### config.mk
export PLATFORM = sky130hd
export DESIGN_NAME = cache_controller
export DESIGN_NICKNAME = d
export VERILOG_FILES = /design/src/rtl/cache_pkg.sv /design/src/rtl/cache_controller_store.sv /design/src/rtl/cache_controller.sv
export SDC_FILE = /design/constraint.sdc
export NUM_CORES = 2
export LEC_CHECK = 0
export CAP_MARGIN = 10
export CORE_MARGIN = 3
export CORE_UTILIZATION = 55
export DETAILED_ROUTE_END_ITERATION = 10
export GPL_TIMING_DRIVEN = 0
export MAX_ROUTING_LAYER = met4
export PLACE_DENSITY = 0.76
export SLEW_MARGIN = 30
export SYNTH_ARGS = -nofsm -noshare
export SYNTH_HDL_FRONTEND = slang
export SYNTH_SLANG_ARGS = --single-unit
### constraint.sdc
create_clock -name clk -period 38.4 [get_ports clk]
set_input_delay 11.52 -clock clk [delete_from_list [all_inputs] [get_ports clk]]
set_output_delay 11.52 -clock clk [all_outputs]
set_load 0.05 [all_outputs]
### src/rtl/cache_pkg.sv
// Shared geometry, address field offsets, FSM states and block packing helpers
// for the 2-way, 2-set, 4-word write-back data cache.
package cache_pkg;
   localparam int unsigned ADDR_W  = 10;
   localparam int unsigned DATA_W  = 32;
   localparam int unsigned BLK_W   = 128;
   localparam int unsigned TAG_HI  = 9;
   localparam int unsigned TAG_LO  = 5;
   localparam int unsigned IDX     = 4;
   localparam int unsigned WORD_HI = 3;
   localparam int unsigned WORD_LO = 2;
   localparam int unsigned TAG_W   = TAG_HI - TAG_LO + 1;

   typedef enum logic [2:0] {
      S_IDLE,
      S_COMPARE,
      S_WRITEBACK,
      S_ALLOCATE,
      S_DONE
   } state_e;

   function automatic logic [DATA_W-1:0] blk_word(input logic [BLK_W-1:0] blk,
                                                  input logic [1:0] w);
      return blk[w*DATA_W +: DATA_W];
   endfunction

   function automatic logic [BLK_W-1:0] blk_put(input logic [BLK_W-1:0] blk,
                                                input logic [1:0] w,
                                                input logic [DATA_W-1:0] d);
      logic [BLK_W-1:0] r;
      r = blk;
      r[w*DATA_W +: DATA_W] = d;
      return r;
   endfunction

   function automatic logic [ADDR_W-1:0] blk_addr(input logic [TAG_W-1:0] tag,
                                                  input logic idx);
      return {tag, idx, 4'b0000};
   endfunction
endpackage

### src/rtl/cache_controller_store.sv
// Tag/valid/dirty/lru/data arrays: one indexed lookup, one word-write port
// (sets dirty) and one block-fill port (valid, clean, new tag).
module cache_store
   import cache_pkg::*;
(
   input  logic                   clk,
   input  logic                   rst,
   input  logic                   idx_i,
   output logic [1:0]             valid_o,
   output logic [1:0]             dirty_o,
   output logic [1:0][TAG_W-1:0]  tag_o,
   output logic [1:0][BLK_W-1:0]  blk_o,
   output logic                   lru_o,
   input  logic                   wr_en_i,
   input  logic                   wr_way_i,
   input  logic [1:0]             wr_word_i,
   input  logic [DATA_W-1:0]      wr_data_i,
   input  logic                   lru_we_i,
   input  logic                   lru_i,
   input  logic                   fill_en_i,
   input  logic                   fill_way_i,
   input  logic [TAG_W-1:0]       fill_tag_i,
   input  logic [BLK_W-1:0]       fill_blk_i
);
   logic [1:0][1:0]             valid_q;
   logic [1:0][1:0]             dirty_q;
   logic [1:0][1:0][TAG_W-1:0]  tag_q;
   logic [1:0][1:0][BLK_W-1:0]  data_q;
   logic [1:0]                  lru_q;

   always_ff @(posedge clk or posedge rst) begin
      if (rst) begin
         valid_q <= '0;
         dirty_q <= '0;
         tag_q   <= '0;
         data_q  <= '0;
         lru_q   <= '0;
      end else begin
         if (fill_en_i) begin
            valid_q[idx_i][fill_way_i] <= 1'b1;
            dirty_q[idx_i][fill_way_i] <= 1'b0;
            tag_q[idx_i][fill_way_i]   <= fill_tag_i;
            data_q[idx_i][fill_way_i]  <= fill_blk_i;
         end else if (wr_en_i) begin
            data_q[idx_i][wr_way_i]  <= blk_put(data_q[idx_i][wr_way_i], wr_word_i, wr_data_i);
            dirty_q[idx_i][wr_way_i] <= 1'b1;
         end
         if (lru_we_i) lru_q[idx_i] <= lru_i;
      end
   end

   assign valid_o = valid_q[idx_i];
   assign dirty_o = dirty_q[idx_i];
   assign tag_o   = tag_q[idx_i];
   assign blk_o   = data_q[idx_i];
   assign lru_o   = lru_q[idx_i];
endmodule

### src/rtl/cache_controller.sv
// Clocked cache sequencer: latches a CPU request, then runs compare,
// dirty-victim write-back and refill with registered CPU and memory outputs.
module cache_controller
   import cache_pkg::*;
(
   input  logic              clk,
   input  logic              rst,
   input  logic              cpu_req,
   input  logic              cpu_rw,
   input  logic [ADDR_W-1:0] cpu_addr,
   input  logic [DATA_W-1:0] cpu_wdata,
   output logic              cpu_ready,
   output logic              cpu_hit,
   output logic [DATA_W-1:0] cpu_rdata,
   output logic              mem_req,
   output logic              mem_rw,
   output logic [ADDR_W-1:0] mem_addr,
   output logic [BLK_W-1:0]  mem_wdata,
   input  logic [BLK_W-1:0]  mem_rdata,
   input  logic              mem_ready
);
   state_e              state_q;
   logic                rw_q, miss_q, victim_q;
   logic [ADDR_W-1:0]   addr_q;
   logic [DATA_W-1:0]   wdata_q;
   logic                cpu_ready_q, cpu_hit_q, mem_req_q, mem_rw_q;
   logic [DATA_W-1:0]   cpu_rdata_q;
   logic [ADDR_W-1:0]   mem_addr_q;
   logic [BLK_W-1:0]    mem_wdata_q;

   logic [1:0]             s_valid, s_dirty;
   logic [1:0][TAG_W-1:0]  s_tag;
   logic [1:0][BLK_W-1:0]  s_blk;
   logic                   s_lru;

   logic                idx;
   logic [TAG_W-1:0]    tag;
   logic [1:0]          word;
   logic                hit0, hit1, hit, hit_way, victim_d;
   logic                unused_byte;

   assign idx         = addr_q[IDX];
   assign tag         = addr_q[TAG_HI:TAG_LO];
   assign word        = addr_q[WORD_HI:WORD_LO];
   assign unused_byte = ^addr_q[1:0];

   assign hit0    = s_valid[0] && (s_tag[0] == tag);
   assign hit1    = s_valid[1] && (s_tag[1] == tag);
   assign hit     = hit0 | hit1;
   assign hit_way = ~hit0;

   always_comb begin
      victim_d = s_lru;
      if (!s_valid[0])      victim_d = 1'b0;
      else if (!s_valid[1]) victim_d = 1'b1;
   end

   cache_store u_store (
      .clk        (clk),
      .rst        (rst),
      .idx_i      (idx),
      .valid_o    (s_valid),
      .dirty_o    (s_dirty),
      .tag_o      (s_tag),
      .blk_o      (s_blk),
      .lru_o      (s_lru),
      .wr_en_i    ((state_q == S_COMPARE) && hit && rw_q),
      .wr_way_i   (hit_way),
      .wr_word_i  (word),
      .wr_data_i  (wdata_q),
      .lru_we_i   ((state_q == S_COMPARE) && hit),
      .lru_i      (~hit_way),
      .fill_en_i  ((state_q == S_ALLOCATE) && mem_req_q && mem_ready),
      .fill_way_i (victim_q),
      .fill_tag_i (tag),
      .fill_blk_i (mem_rdata)
   );

   always_ff @(posedge clk or posedge rst) begin
      if (rst) begin
         state_q     <= S_IDLE;
         rw_q        <= 1'b0;
         miss_q      <= 1'b0;
         victim_q    <= 1'b0;
         addr_q      <= '0;
         wdata_q     <= '0;
         cpu_ready_q <= 1'b0;
         cpu_hit_q   <= 1'b0;
         cpu_rdata_q <= '0;
         mem_req_q   <= 1'b0;
         mem_rw_q    <= 1'b0;
         mem_addr_q  <= '0;
         mem_wdata_q <= '0;
      end else begin
         cpu_ready_q <= 1'b0;
         case (state_q)
            S_IDLE: if (cpu_req) begin
               rw_q    <= cpu_rw;
               addr_q  <= cpu_addr;
               wdata_q <= cpu_wdata;
               miss_q  <= 1'b0;
               state_q <= S_COMPARE;
            end
            S_COMPARE: if (hit) begin
               if (!rw_q) cpu_rdata_q <= blk_word(s_blk[hit_way], word);
               cpu_ready_q <= 1'b1;
               cpu_hit_q   <= ~miss_q;
               state_q     <= S_DONE;
            end else begin
               miss_q    <= 1'b1;
               victim_q  <= victim_d;
               mem_req_q <= 1'b1;
               if (s_valid[victim_d] && s_dirty[victim_d]) begin
                  mem_rw_q    <= 1'b1;
                  mem_addr_q  <= blk_addr(s_tag[victim_d], idx);
                  mem_wdata_q <= s_blk[victim_d];
                  state_q     <= S_WRITEBACK;
               end else begin
                  mem_rw_q   <= 1'b0;
                  mem_addr_q <= blk_addr(tag, idx);
                  state_q    <= S_ALLOCATE;
               end
            end
            S_WRITEBACK: if (mem_ready) begin
               mem_req_q <= 1'b0;
               state_q   <= S_ALLOCATE;
            end
            // Entered with req low after a write-back: raise the refill one cycle later.
            S_ALLOCATE: if (!mem_req_q) begin
               mem_req_q  <= 1'b1;
               mem_rw_q   <= 1'b0;
               mem_addr_q <= blk_addr(tag, idx);
            end else if (mem_ready) begin
               mem_req_q <= 1'b0;
               state_q   <= S_COMPARE;
            end
            S_DONE:  state_q <= S_IDLE;
            default: state_q <= S_IDLE;
         endcase
      end
   end

   assign cpu_ready = cpu_ready_q;
   assign cpu_hit   = cpu_hit_q;
   assign cpu_rdata = cpu_rdata_q;
   assign mem_req   = mem_req_q;
   assign mem_rw    = mem_rw_q;
   assign mem_addr  = mem_addr_q;
   assign mem_wdata = mem_wdata_q;
endmodule

==> summary.md <==
| Metric | Value |
|---|---|
| Status | completed |
| Crit-path slowest cell | clkbuf_1 |
| Synth-to-Final Area Change | 18.3% |
| Reg-to-reg endpoint | u_store.data_q[337] |
| DRT iter0 DRCs | 5923 |
| RSZ-0062 raised after global routing | false |
| Sequential Area | 19000 um2 |
| Critical path's largest stage delay | 920 ps |
| Slew @ Worst Pin | 1160 ps |
| Final hold slack | 475 ps |
| Die ar. | 82500 um2 |
| Top FF cell, synth | dfrtp_1 |
| MaxCap Viol Count | 0 |
| Worst clock skew | 25.9 ps |
| Cts hold-fix bufs | 0 |
| Non-Filler Instances | 6338 |
| Hold WC Path Type | reg2reg |
| Adder-Cell Fraction of Synth Area | 0.00144 |
| Async set-reset flop share out of synthesis | 1.00 |
| Delay-heaviest family, CP | buffers and inverters |
| #FFs+latches synth | 758 |
| R2R Path Start | addr_q[2] |
| Synth top area cells | dfrtp_1 (44%), o21ai_0 (10%), mux2_2 (8.3%) |
| Total GRT Usage | 0.452 |
| Initial antenna violation count | 13 |
| Crit path launch type | primary input |
| Worst r2r path cells | 13 |
| Final ANT Viol Nets | 0 |
| First-pass GRT wire length | 266000 um |
| Clock tree root driver cell | clkbuf_16 |
| H-Tree Depth | 3 |
| WP data required | 38950 ps |
| Final nets | 5405 |
| HPWL after DPL | 141000 um |
| Power after layout | 5.37 mW |
| Post-synth top area share | 0.436 |
| Total setup buffers inserted after CTS | 0 |
| Compound-Gate Fraction of Synth Area | 0.195 |
| Fin crit share | 0.407 |
| Synth area leader | dfrtp_1 |
| Maximum VDD drop | 0.0555 mV |
| Mux cell area share after synthesis | 0.185 |
| Via density | 6.63 |
| I/O pins | 349 |
| Largest family of logic cells by synthesized area | compound AO/OA/AOI/OAI gates |
| Total grt overflow | 0 |
| Min Tclk post-route | 15620 ps |
| Final WS setup | 22780 ps |
| Worst slew margin | 0.228 |
| Vias in the first global route | 40900 |
| # fillers | 6537 |
| Register area share after synthesis | 0.436 |
| Final Slew Violations | 0 |
| Leakage | 21.5 nW |
| Horiz. Die Dim | 287 um |
| Core Rows | 102 |
| Die H | 287 um |
| Post-synthesis cell type count | 57 |
| Largest fanout on the critical path | 10 |
| Hold Startpoint | mem_wdata[88] |
| Drt pass-1 iters | 7 |
| Area of the mapped netlist | 43500 um2 |
| Xor-xnor portion of the synthesized cell area | 0.00242 |
| Post-placement worst setup slack | 22570 ps |
| R2r setup slk | 32700 ps |
| Critical setup path kind | in2reg |
| TritonCTS buffer count | 84 |
| CTS resizes | 0 |
| Multi-input logic area | 22400 um2 |
| Hold Path End | mem_wdata[88] |
| CTS tree | yes |
| GP Congestion | 1.04 |
| Syn Area/Cell | 9.11 um2 |
| Port bufs | 342 |
| Max Clk Rate | 0.0640 GHz |
| CP bufs+invs | 5 |
| Synth Warn # | 0 |
| Pin count of the biggest net entering global routing | 95 |
| Final setup TNS | 0 ps |
| Final setup fails | 0 |
| Clock sink count | 758 |
| Number of flops mapped to enable cells by yosys | 0 |
| Residual DRC | 0 |
| Clock-pin slew of the registers on the worst-case setup and hold paths | 60 ps |
| Gate Count Post-Synth | 4778 |
| Core Area | 77800 um2 |
| Worst path cell trace | clkdlybuf4s50_1 -> and4_1 -> and3_1 -> clkbuf_1 -> clkbuf_1 -> clkbuf_1 -> clkbuf_1 -> nand2_1 -> o21ai_0 |
| Crit path arrival time | 16170 ps |
| Clk_lat worst skew | 660 ps |
| Wirelength per Cell | 29.2 um |
| CP endpoint kind | flip-flop |
| Via Count | 42000 |
| Drt total wl | 185000 um |
| Most frequent cell on the critical path | clkbuf_1 |
| Final Hold Viols | 0 |
| Synth Area in Simple Gates | 0.130 |
| Placed insts | 6179 |
| Power Dens Cells | 104 nW/um2 |
| Initial cell density of the core | 0.559 |
| Clk buf depth | 3 |
| Share of layout cells above drive strength 1 | 0.131 |
| Hold depth | 2 |
==> synthesized netlist by cell type, drive strengths merged, types with 6 or more instances <==
cell type,n
buf,151
nor2,568
and2,128
a221o,127
o21a,68
dfrtp,758
nor3,9
inv,111
mux2i,294
clkbuf,257
nand3,6
o22ai,24
xnor2,10
mux2,319
nand2,648
nand2b,7
a2bb2oi,126
a21oi,166
o21ai,885
mux4,68
==> worst max-delay path by stage <==
stage | to | start | slack, ps | cells after the start
global route | u_store.data_q[294] | mem_ready | 23020 | 9
detailed placement | u_store.data_q[282] | mem_ready | 22570 | 9
CTS | u_store.data_q[282] | mem_ready | 23220 | 9
floorplan | addr_q[2] | rst | 5610 | 1
global placement | u_store.data_q[468] | rst | -3550 | 2
finish | u_store.data_q[282] | mem_ready | 22780 | 9
==> cell families after synthesis <==
logic type | Yosys count
AOI/OAI and AO/OA | 1418
DFF | 758
other | 1
buffers and inverters | 519
adders and majority gates | 5
xor gates and xnor gates | 12
and+or+nand+nor | 1384
muxes | 681
==> per-stage QoR <==
| stage | utilization | instance area, um2 |
|---|---|---|
| detailed placement | 0.624 | 48600 |
| finish | 0.661 | 51500 |
| global route | 0.661 | 51500 |
| floorplan | - | 43500 |
| global placement | 0.620 | 48200 |
| CTS | 0.661 | 51500 |
==> layout by cell type (no fill, tap or decap), types with 7 or more instances in the layout <==
master / Yosys / layout
a21oi_1: 166 / 166
a221o_1: 127 / 127
a2bb2oi_1: 126 / 126
and2_1: 128 / 128
buf_1: 17 / 16
buf_16: 0 / 10
buf_2: 113 / 116
buf_4: 19 / 21
bufinv_16: 0 / 9
clkbuf_1: 257 / 268
clkbuf_16: 0 / 89
clkbuf_2: 0 / 7
clkbuf_8: 0 / 12
clkdlybuf4s50_1: 0 / 342
clkinv_2: 0 / 21
dfrtp_1: 758 / 758
diode_2: 0 / 8
inv_1: 110 / 109
mux2_2: 319 / 319
mux2i_1: 294 / 294
mux4_2: 68 / 68
nand2_1: 647 / 647
nand2b_1: 7 / 7
nor2_1: 567 / 567
o21a_1: 68 / 68
o21ai_0: 884 / 884
o22ai_1: 24 / 24
xnor2_1: 10 / 10
==> metal layers <==
layer	global-route usage	share of wire	up-vias
met5	-	0	-
met1	0.563	0.36	20500
met4	0.220	0.056	0
li1	-	-	17700
met3	0.158	0.15	662
met2	0.657	0.43	3235
==> state kept, by name (all words and copies together) (netlist names) <==
signal,count
cpu_rdata,32
mem_addr,6
u_store.tag_q,20
state_q,3
u_store.lru_q,2
rw_q,1
victim_q,1
mem_req,1
wdata_q,32
miss_q,1
cpu_hit,1
u_store.data_q,512
u_store.dirty_q,4
mem_wdata,128
u_store.valid_q,4
addr_q,8
cpu_ready,1
mem_rw,1
==> where the power goes <==
group / internal, mW / switching, mW / leakage (nW)
Clock: 0.505 / 0.351 / 1.42
Sequential: 1.16 / 0.297 / 8.96
Combinational: 1.08 / 1.98 / 11.1
==> worst register-to-register path, cell delays in order (launching register included) <==
cell      delay, ps
dfrtp_1         430
clkbuf_1        220
inv_1           200
clkbuf_1        540
buf_1           630
ha_1            710
clkbuf_1        710
nand2_1         110
nor3_1          830
clkbuf_1        570
nand2_1         220
o21ai_0         160
mux2i_1         120
o21ai_0         150
==> final cells by class <==
type | count | share of cell area
multi-input combinational | 3504 | 0.435
sequential | 758 | 0.368
timing repair buffer | 358 | 0.0728
clock buffer | 119 | 0.0478
buffer | 408 | 0.0344
tap | 1040 | 0.0253
inverter | 111 | 0.00824
clock inverter | 32 | 0.00761
antenna | 8 | 0.000389
Power figures use the tool's default switching activity.
